<file path="src/rtl/vec_stream_tx.sv">
// rtl/vec_stream_tx.sv - double-buffered N-word vector transmitter (optional m_last via VEC_TX_LAST_EN)
module vec_stream_tx #(
    parameter int N    = 2,
    parameter int T    = 9,
    parameter int logN = $clog2(N + 1)
) (
    input  logic         clk,
    input  logic         reset,
    input  logic         s_valid,
    output logic         s_ready,
    input  logic [T-1:0] s_data,
    output logic         m_valid,
    input  logic         m_ready,
    output logic [T-1:0] m_data,
`ifdef VEC_TX_LAST_EN
    output logic         m_last,
`endif
    output logic         idle
);

    // Banks are sized to the full counter range so counters index them directly.
    localparam int              DEPTH = 2 ** logN;
    localparam logic [logN-1:0] LAST  = logN'(N - 1);
    localparam logic [logN-1:0] ONE   = logN'(1);

    logic [T-1:0]    mem [2][DEPTH];
    logic            wb;
    logic            rb;
    logic [logN-1:0] wcnt;
    logic [logN-1:0] rcnt;
    logic [1:0]      full;
    logic [1:0]      full_nxt;

    logic wr_en;
    logic wr_last;
    logic out_free;
    logic rd_en;
    logic rd_last;

    assign s_ready  = !full[wb] && !reset;
    assign wr_en    = s_valid && s_ready;
    assign wr_last  = wr_en && (wcnt == LAST);
    assign out_free = !m_valid || m_ready;
    assign rd_en    = out_free && full[rb];
    assign rd_last  = rd_en && (rcnt == LAST);
    assign idle     = (full == 2'b00) && !m_valid;

    always_ff @(posedge clk) begin
        if (wr_en) begin
            mem[wb][wcnt] <= s_data;
        end
    end

    always_ff @(posedge clk) begin
        if (reset) begin
            wb   <= 1'b0;
            wcnt <= '0;
        end else if (wr_en) begin
            if (wcnt == LAST) begin
                wcnt <= '0;
                wb   <= !wb;
            end else begin
                wcnt <= wcnt + ONE;
            end
        end
    end

    // A write and a read only ever touch different banks, so both updates apply.
    always_comb begin
        full_nxt = full;
        if (wr_last) begin
            full_nxt[wb] = 1'b1;
        end
        if (rd_last) begin
            full_nxt[rb] = 1'b0;
        end
    end

    always_ff @(posedge clk) begin
        if (reset) begin
            full <= 2'b00;
        end else begin
            full <= full_nxt;
        end
    end

    always_ff @(posedge clk) begin
        if (reset) begin
            rb      <= 1'b0;
            rcnt    <= '0;
            m_valid <= 1'b0;
            m_data  <= '0;
        end else if (out_free) begin
            if (full[rb]) begin
                m_data  <= mem[rb][rcnt];
                m_valid <= 1'b1;
                if (rcnt == LAST) begin
                    rcnt <= '0;
                    rb   <= !rb;
                end else begin
                    rcnt <= rcnt + ONE;
                end
            end else begin
                m_valid <= 1'b0;
            end
        end
    end

`ifdef VEC_TX_LAST_EN
    always_ff @(posedge clk) begin
        if (reset) begin
            m_last <= 1'b0;
        end else if (rd_en) begin
            m_last <= (rcnt == LAST);
        end
    end
`endif

endmodule
</file>
<file path="config.mk">
export PLATFORM = sky130hd
export DESIGN_NAME = vec_stream_tx
export DESIGN_NICKNAME = d
export VERILOG_FILES = /design/src/rtl/vec_stream_tx.sv
export SDC_FILE = /design/constraint.sdc
export NUM_CORES = 1
export LEC_CHECK = 0
export ABC_CLOCK_PERIOD_IN_PS = 3600
export CAP_MARGIN = 0
export CORE_ASPECT_RATIO = 0.7
export CORE_UTILIZATION = 55
export DETAILED_ROUTE_END_ITERATION = 6
export GPL_ROUTABILITY_DRIVEN = 1
export PLACE_DENSITY = 0.81
export SYNTH_ARGS = -nofsm -noshare
export SYNTH_HDL_FRONTEND = slang
export SYNTH_SLANG_ARGS = --single-unit
</file>
<file path="constraint.sdc">
create_clock -name clk -period 3.6 [get_ports clk]
set_input_delay 0.36 -clock clk [delete_from_list [all_inputs] [get_ports clk]]
set_output_delay 0.36 -clock clk [all_outputs]
set_load 0.1 [all_outputs]
</file>
==> results.json, run 1 <==
{
  "ys_seq_area_share_pct": 72.60,
  "netlist-cell-type-count": 30,
  "pwr-share-clk_pct": 34.6,
  "skew_ns": 0.01466,
  "start_util_pct": 59.08,
  "arrival_ns": 2.12,
  "post_cts_resized": 0,
  "die_w_um": 97.38,
  "grt-ovfl-total": 0,
  "postSynthCellCount": 192,
  "critPathMaxStageDelay_ns": 1.17,
  "via_count": 1868,
  "path_buf_inv": 1,
  "core_area_mm2": 0.005928,
  "place_area_mm2": 0.003829,
  "final.fill_count": 400,
  "cp_cell_sequence": "nor3_1, clkdlybuf4s50_1",
  "fmaxAchievable_ghz": 0.4040,
  "htreeDepth": 3,
  "drt_wl_total_um": 6570,
  "setup_viol": 0,
  "cts_buffers": 9,
  "crit_slowest_cell": "clkdlybuf4s50_1",
  "yosysWarningCount": 0,
  "cp_top_family": "buffers and inverters",
  "seq_area_mm2": 0.002542,
  "end_kind": "primary output",
  "drv_slew": 0,
  "leakage_nw": 1.230,
  "cts-root-buf": "clkbuf_8",
  "cp_max_fo": 6,
  "drtAntennaViolNets": 0,
  "total_power_w": 0.001946,
  "antenna_found_initial": 0,
  "synthDominantCellAreaShare_pct": 61.74,
  "grt_pass1_wl_um": 10400,
  "final_core_util_pct": 67.94,
  "synth_area_leaders": "edfxtp_1 (62%), mux4_2 (12%), dfxtp_1 (11%)",
  "cap_violations": 0,
  "p_sw_w": 0.0004356,
  "clkSlewWorstSetupHoldPaths_ns": 0.09,
  "postCtsSetupBuffers": 0,
  "syn_avg_cell_area_um2": 18.24,
  "drtPass1Iterations": 5,
  "stdcell_area_mm2": 0.004028,
  "switching_share_pct": 22.39,
  "clock_path_buffers": 2,
  "ir_worst_vdd_mv": 0.3295,
  "startpoint_type": "register",
  "final_hold_viol_count": 0,
  "ctsHoldBuffers": 0,
  "dieArea_mm2": 0.006696,
  "drive_gt1_share_pct": 19.91,
  "multi_input_area_um2": 879.6,
  "rsz0062_at_grt": "no",
  "synth_area_mm2": 0.003502,
  "dp_hpwl_um": 4495,
  "place_congestion": 0.7641,
  "portBuffers": 24,
  "grt_max_degree": 22,
  "p_int_w": 0.001510,
  "tns_ns": 0,
  "fin_crit_ns": 2.475,
  "min_period_over_period_pct": 68.75,
  "tightest_slew_ns": 0.9930,
  "wl_per_cell_um": 21.47,
  "ys_ff_latch": 91,
  "die_h_um": 68.76,
  "io_pins": 25,
  "max_slew_margin_pct": 33.71,
  "powerDensity_mw_per_mm2": 483.1,
  "status": "finished clean",
  "track_usage_pct": 22.17,
  "seq_power_share_pct": 59.3,
  "clock_latency_ns": 0.36,
  "syn_nets": 205,
  "synth_area_leader_cell": "edfxtp_1",
  "cts_tree": "built",
  "grt_pass1_vias": 1860,
  "routed_via_density": 6.105,
  "drt_iter0_drc": 142,
  "crit_type": "reg -> out",
  "fin_nets": 239,
  "drc": 0,
  "cp.required_ns": 3.24,
  "hold_path.class": "reg -> reg",
  "areaGrowthSynthToFinish_pct": 15.01,
  "rows": 23,
  "n_antenna_cell": 0,
  "power_frac_comb_pct": 6.1,
  "cts.sinks": 91
}
## area by class of cell
class,count,area share (%)
Timing Repair Buffer,31,7.207
Clock inverter,7,1.864
Inverter,6,0.5592
Multi-Input combinational cell,87,21.84
Clock buffer,9,3.075
Tap cell,75,2.330
Sequential cell,91,63.13
## metrics by stage
step / worst slack [ns] / hold WS, ns / std cells
after detailed placement: 1.226 / 0.5157 / 290
after floorplan: 0.3762 / 0.4589 / 192
after global placement: 1.337 / 0.4897 / 290
after CTS: 1.115 / 0.5262 / 306
final: 1.125 / 0.5224 / 306
after global routing: 1.033 / 0.5453 / 306
## cell families (layout without fill, tap and decap cells)
logic type      count (synthesis)  after routing  synth area share [%]
simple gates                   24             24                 4.002
compound gates                 32             32                 5.645
mux                            31             31                 15.47
flops                          91             91                 72.60
buf+inv                        14             53                 2.286
## tightest hold or removal path: stages, from the launching register on
cell and delay (ns):
dfxtp_1 0.34, o31ai_1 0.07, a21oi_1 0.06
## layer usage
layer	global-route usage (%)	vias to the layer above	share of wire, %
met5	0	-	0
met4	5.515	0	1.0
met3	6.855	9	6.2
met2	36.54	71	50
met1	29.64	943	43
li1	-	845	-
## state kept, by name (all words and copies together) (netlist names), named ones only
name,cells
m_data,9
full,2
wcnt,2
mem,72
rb,1
wb,1
m_valid,1
rcnt,2
## power by group through the flow
stage / combinational, W / sequential (W) / clock [W]
floorplan: 0.0000480 / 0.00120 / 0
global placement: 0.000117 / 0.00118 / 0
detailed placement: 0.000120 / 0.00118 / 0
CTS: 0.000120 / 0.00115 / 0.000688
global route: 0.000126 / 0.00116 / 0.000737
finish: 0.000119 / 0.00115 / 0.000672
## Yosys cell counts, drive strengths merged
cell and number:
edfxtp 72, dfxtp 19, mux4 18, a21oi 17
mux2i 11, a211oi 10, buf 6, inv 6
nor2 6, nor3 5, clkbuf 2, mux2 2
nand2 2, nand2b 2, nand3 2, o31ai 2
or4 2, a21o 1, and3 1, and4bb 1
nand4 1, nor2b 1, nor3b 1, o21ai 1
o311a 1
## cells in the final DEF, fill, tap and decap left out, drive strengths merged
| cell | n |
|---|---|
| clkbuf | 9 |
| dfxtp | 19 |
| o311a | 1 |
| and3 | 1 |
| or4 | 2 |
| o21ai | 1 |
| clkinvlp | 2 |
| mux4 | 18 |
| a21o | 1 |
| inv | 8 |
| nand2b | 2 |
| nand2 | 2 |
| mux2 | 2 |
| nor3b | 1 |
| nand3 | 2 |
| edfxtp | 72 |
| clkdlybuf4s50 | 23 |
| buf | 8 |
| and4bb | 1 |
| bufinv | 1 |
| o31ai | 2 |
| clkinv | 2 |
| mux2i | 11 |
| nor3 | 5 |
| nor2b | 1 |
| a21oi | 17 |
| nand4 | 1 |
| a211oi | 10 |
| nor2 | 6 |
## worst paths after layout
path | startpoint | to | slack, ns | cells past startpoint
worst min-delay path | wcnt[0]$_SDFFE_PP0N_ | wcnt[0]$_SDFFE_PP0N_ | 0.52 | 2
worst max register to register | wb$_SDFFE_PP0N_ | mem[1][8]$_DFFE_PP_ | 1.59 | 3
worst min register to register | wcnt[0]$_SDFFE_PP0N_ | wcnt[0]$_SDFFE_PP0N_ | 0.52 | 2
worst max-delay path | full[0]$_SDFF_PP0_ | idle | 1.12 | 2
Power figures use the tool's default switching activity.
==> inputs of run 2 (changes only) <==
Settings changed: ABC_CLOCK_PERIOD_IN_PS 3600 to 2200, CORE_UTILIZATION 55 to 52.
Clock period 3.6 ns to 2.2 ns, I/O delays scaled along.
==> run 2 against run 1 <==
Net effect:
- worst hold slack worse by 0.0023 ns
- first-iteration DRC count shrank 35%
- clock power up 44%
- final area increased by 1.2%
- critical endpoint is now mem[0][35]$_DFFE_PP_
- non-clock buffer count grew 8
- clock skew down 0.0089 ns
- global-route usage fell by 2.3 points
- largest power group unchanged
- via count down 1.5%
- clock-buffer cell count grew 1
- routed wire length is 6.7% lower
- core utilization down 3.9 points
- sequential share of layout area shrank 0.77 points
==> results.json, run 2 (same netlist as run 1, synthesis figures left out) <==
{
  "dieArea_mm2": 0.007072,
  "drt_iter0_drc": 92,
  "powerDensity_mw_per_mm2": 749.6,
  "skew_ns": 0.005794,
  "drt_wl_total_um": 6130,
  "tns_ns": 0,
  "cap_violations": 0,
  "track_usage_pct": 19.90,
  "cts_buffers": 9,
  "startpoint_type": "register",
  "postCtsSetupBuffers": 0,
  "crit_type": "reg -> reg",
  "portBuffers": 24,
  "grt-ovfl-total": 0,
  "fin_cells": 330,
  "drive_gt1_share_pct": 27.20,
  "total_power_w": 0.003057,
  "wl_met3_um": 293,
  "wl_per_cell_um": 18.58,
  "die_w_um": 100.1,
  "fin_nets": 247,
  "final_hold_viol_count": 0,
  "fin_crit_ns": 1.952,
  "leakage_nw": 1.291,
  "areaGrowthSynthToFinish_pct": 16.43,
  "final_cell_mix": "edfxtp_1 (72), buf_4 (25), dfxtp_1 (19), mux4_2 (18), a21oi_1 (17)",
  "final_core_util_pct": 64.05,
  "via_count": 1840,
  "cp_cell_sequence": "mux2_4, or4_4, nor3_1, buf_4",
  "core_area_mm2": 0.006366,
  "min_period_over_period_pct": 88.75,
  "cp_max_fo": 9,
  "top_layer": "met4",
  "clock_path_buffers": 2,
  "grt_max_degree": 22,
  "ir_worst_vdd_mv": 0.4805,
  "routed_via_density": 5.576,
  "post_cts_resized": 0,
  "dp.cells": 314,
  "final_common_cell": "edfxtp_1",
  "cts-root-buf": "clkbuf_8",
  "io_pins": 25,
  "drc": 0,
  "crit_slowest_cell": "dfxtp_1",
  "largest_reg_flops": 72,
  "cts_tree": "built",
  "setup_ws_ns": 0.2475,
  "cp.required_ns": 2.27,
  "ctsHoldBuffers": 0,
  "fmaxAchievable_ghz": 0.5122,
  "drtAntennaViolNets": 0,
  "rows": 24,
  "grt_pass1_vias": 1839,
  "hold_path.class": "reg -> reg",
  "dp_hpwl_um": 4198,
  "cts.sinks": 91,
  "setup_viol": 0,
  "antenna_found_initial": 0,
  "max_slew_margin_pct": 55.58,
  "place_congestion": 0.8211,
  "arrival_ns": 2.02,
  "die_h_um": 70.66,
  "top_register": "mem",
  "drtPass1Iterations": 4,
  "pre_cts_slack_ns": 0.1851,
  "critPathMaxStageDelay_ns": 0.47,
  "status": "finished clean",
  "clock_latency_ns": 0.35,
  "wl_met2_um": 2731,
  "clkSlewWorstSetupHoldPaths_ns": 0.08,
  "htreeDepth": 3,
  "rsz0062_at_grt": "no",
  "wl_met1_um": 3037,
  "drv_slew": 0,
  "tightest_slew_ns": 0.6653,
  "grt_pass1_wl_um": 9915,
  "n_antenna_cell": 0,
  "largestRegisters": "mem: 72 flops, m_data: 9 flops",
  "end_kind": "register",
  "start_util_pct": 55.01
}
[run 2: cell count changes in the layout (fill, tap and decap cells not counted)]
cell             previous run  this run
clkinv_2                    0         2
nor3_1                      5         4
clkdlybuf4s50_1            23        12
nor3_2                      0         1
buf_12                      0         2
buf_4                       8        25
clkinvlp_4                  2         1
clkbuf_1                    0         1
bufinv_16                   1         0
clkinv_4                    1         0
[run 2: layout make-up]
| class | count | area [um2] |
|---|---|---|
| Clock buffer | 10 | 127.6 |
| Tap cell | 91 | 113.9 |
| Clock inverter | 6 | 38.79 |
| Fill cell | 469 | 2288 |
| Timing Repair Buffer | 39 | 347.8 |
| Inverter | 6 | 22.52 |
| Multi-Input combinational cell | 87 | 884.6 |
| Sequential cell | 91 | 2542 |
[run 2: layer usage]
| layer | up-vias | global-route usage [%] |
|---|---|---|
| met5 | - | 0 |
| met4 | 0 | 6.119 |
| met3 | 7 | 6.028 |
| met2 | 45 | 28.20 |
| met1 | 926 | 29.99 |
| li1 | 862 | - |
[run 2: per-stage QoR]
step	area (um2)	hold WS, ns
after floorplan	3507	0.3189
after detailed placement	3911	0.5030
after global routing	4078	0.5519
after CTS	4078	0.5138
after global placement	3911	0.4840
final	4078	0.5202
[run 2: power breakdown]
part	internal, W	total [W]	switching (W)
Clock	0.000411	0.000971	0.000560
Sequential	0.00187	0.00189	0.0000110
Combinational	0.0000693	0.000201	0.000132
Total	0.00235	0.00306	0.000702
[run 2: worst paths after layout]
check	start	endpoint	slack (ns)	cells after the start
worst min register to register	wcnt[0]$_SDFFE_PP0N_	wcnt[0]$_SDFFE_PP0N_	0.52	2
worst max register to register	wb$_SDFFE_PP0N_	mem[0][35]$_DFFE_PP_	0.25	4
worst max-delay path	wb$_SDFFE_PP0N_	mem[0][35]$_DFFE_PP_	0.25	4
worst min-delay path	wcnt[0]$_SDFFE_PP0N_	wcnt[0]$_SDFFE_PP0N_	0.52	2
[run 2: critical path: cells and delay by family, from the launching register on]
| family | cells | cell delay (ns) |
|---|---|---|
| buffers and inverters | 1 | 0.21 |
| DFF | 1 | 0.47 |
| muxes | 1 | 0.35 |
| and+or+nand+nor | 2 | 0.64 |
==> inputs of run 3 (changes only) <==
Settings changed: CELL_PAD_IN_SITES_DETAIL_PLACEMENT set to 0, CELL_PAD_IN_SITES_GLOBAL_PLACEMENT set to 1, CORE_UTILIZATION 52 to 45.
==> run 3 against run 2 <==
Net effect:
- via count down 1.9%
- core utilization decreased by 9.5 points
- worst hold slack worse by 0.013 ns
- final area decreased by 0.86%
- sequential cell count unchanged
- sequential share of layout area grew 0.54 points
- die area rose by 15%
- maximum frequency about the same
- combinational power is 2% lower
- critical endpoint is now mem[0][29]$_DFFE_PP_
- largest power group unchanged
==> results.json, run 3 (same netlist as run 1, synthesis figures left out) <==
{
  "status": "finished clean",
  "htreeDepth": 3,
  "grt_pass1_wl_um": 9756,
  "areaGrowthSynthToFinish_pct": 15.43,
  "drive_gt1_share_pct": 24.36,
  "top_layer": "met4",
  "post_cts_resized": 0,
  "cts-root-buf": "clkbuf_8",
  "n_antenna_cell": 0,
  "max_slew_margin_pct": 59.35,
  "io_pins": 25,
  "tightest_slew_ns": 0.6090,
  "postCtsSetupBuffers": 0,
  "holdPathStages": 2,
  "r2r_cells": 4,
  "drtPass1Iterations": 4,
  "hold_path.class": "reg -> reg",
  "grt_pass1_vias": 1771,
  "clkSlewWorstSetupHoldPaths_ns": 0.09,
  "place_congestion": 0.7571,
  "drv_slew": 0,
  "grt-ovfl-total": 0,
  "pwr-share-clk_pct": 31.3,
  "cp_max_fo": 9,
  "die_h_um": 75.81,
  "drt_wl_total_um": 6174,
  "drt_iter0_drc": 82,
  "power_frac_comb_pct": 6.5,
  "place_area_mm2": 0.003882,
  "p_int_w": 0.002348,
  "wl_met1_um": 3055,
  "grt_max_degree": 22,
  "wl_per_cell_um": 18.60,
  "final_common_cell": "edfxtp_1",
  "cap_violations": 0,
  "track_usage_pct": 17.68,
  "portBuffers": 24,
  "final_hold_viol_count": 0,
  "dp_hpwl_um": 3979,
  "crit_type": "reg -> reg",
  "top_register": "mem",
  "cts_tree": "built",
  "cp.required_ns": 2.26,
  "end_kind": "register",
  "drc": 0,
  "wl_met3_um": 253,
  "stdcell_area_mm2": 0.004043,
  "final_cell_mix": "edfxtp_1 (72), buf_4 (20), dfxtp_1 (19), mux4_2 (18), a21oi_1 (17)",
  "ir_worst_vdd_mv": 0.3374,
  "seq_power_share_pct": 62.2,
  "via_count": 1805,
  "hold_ws_ns": 0.5070,
  "rows": 26,
  "min_period_over_period_pct": 88.81,
  "clock_path_buffers": 2,
  "startpoint_type": "register",
  "largestRegisters": "mem: 72 flops, m_data: 9 flops",
  "drtAntennaViolNets": 0,
  "fmaxAchievable_ghz": 0.5118,
  "cts_buffers": 9,
  "fin_crit_ns": 1.954,
  "die_w_um": 107.4,
  "powerDensity_mw_per_mm2": 749.3,
  "routed_via_density": 5.437,
  "dieArea_mm2": 0.008145,
  "rsz0062_at_grt": "no",
  "setup_viol": 0,
  "cts.sinks": 91,
  "start_util_pct": 47.22,
  "arrival_ns": 2.01,
  "skew_ns": 0.008224,
  "largest_reg_flops": 72,
  "p_sw_w": 0.0006808,
  "wl_met2_um": 2803,
  "fin_nets": 242,
  "antenna_found_initial": 0,
  "clock_latency_ns": 0.35,
  "core_area_mm2": 0.007417,
  "leakage_nw": 1.261,
  "ctsHoldBuffers": 0,
  "switching_share_pct": 22.47
}
-- run 3: worst max-delay path, stage by stage (launching register included) --
cell and delay (ns):
dfxtp_1 0.47, mux2_4 0.34, or4_4 0.46, nor3_1 0.16, buf_4 0.22
-- run 3: worst paths after layout --
path	from	to	slack (ns)
worst max-delay path	wb$_SDFFE_PP0N_	mem[0][29]$_DFFE_PP_	0.25
worst min-delay path	wcnt[0]$_SDFFE_PP0N_	wcnt[0]$_SDFFE_PP0N_	0.51
worst max register to register	wb$_SDFFE_PP0N_	mem[0][29]$_DFFE_PP_	0.25
worst min register to register	wcnt[0]$_SDFFE_PP0N_	wcnt[0]$_SDFFE_PP0N_	0.51
-- run 3: power by group through the flow --
stage,Combinational (W),Sequential (W),Clock (W)
floorplan,0.0000788,0.00197,0
global placement,0.000195,0.00192,0
detailed placement,0.000198,0.00192,0
CTS,0.000198,0.00188,0.000967
global route,0.000210,0.00189,0.00103
finish,0.000197,0.00188,0.000948
-- run 3: cell type report --
class / instances / area, um2
clock buffers: 11 / 131.4
well taps: 98 / 122.6
fillers: 599 / 3374
repair buffers: 34 / 310.3
flip-flops and latches: 91 / 2542
clock inverters: 5 / 28.78
multi-input cells: 87 / 884.6
inverters: 6 / 22.52
-- run 3: layer usage --
layer	global-route usage, %	vias to the layer above
met4	6.849	0
met3	5.560	5
met5	0	-
met2	28.03	45
met1	23.34	902
li1	-	853
-- run 3: through the flow --
| stage | worst slack (ns) | std cells | util (%) | TNS [ns] | power (W) |
|---|---|---|---|---|---|
| floorplan | -0.04202 | 192 | - | -0.8009 | 0.002045 |
| global placement | 0.2435 | 316 | 52.34 | 0 | 0.002118 |
| detailed placement | 0.2077 | 316 | 52.34 | 0 | 0.002121 |
| CTS | 0.2467 | 332 | 54.50 | 0 | 0.003049 |
| global route | 0.09449 | 332 | 54.50 | 0 | 0.003129 |
| finish | 0.2462 | 332 | 54.50 | 0 | 0.003029 |
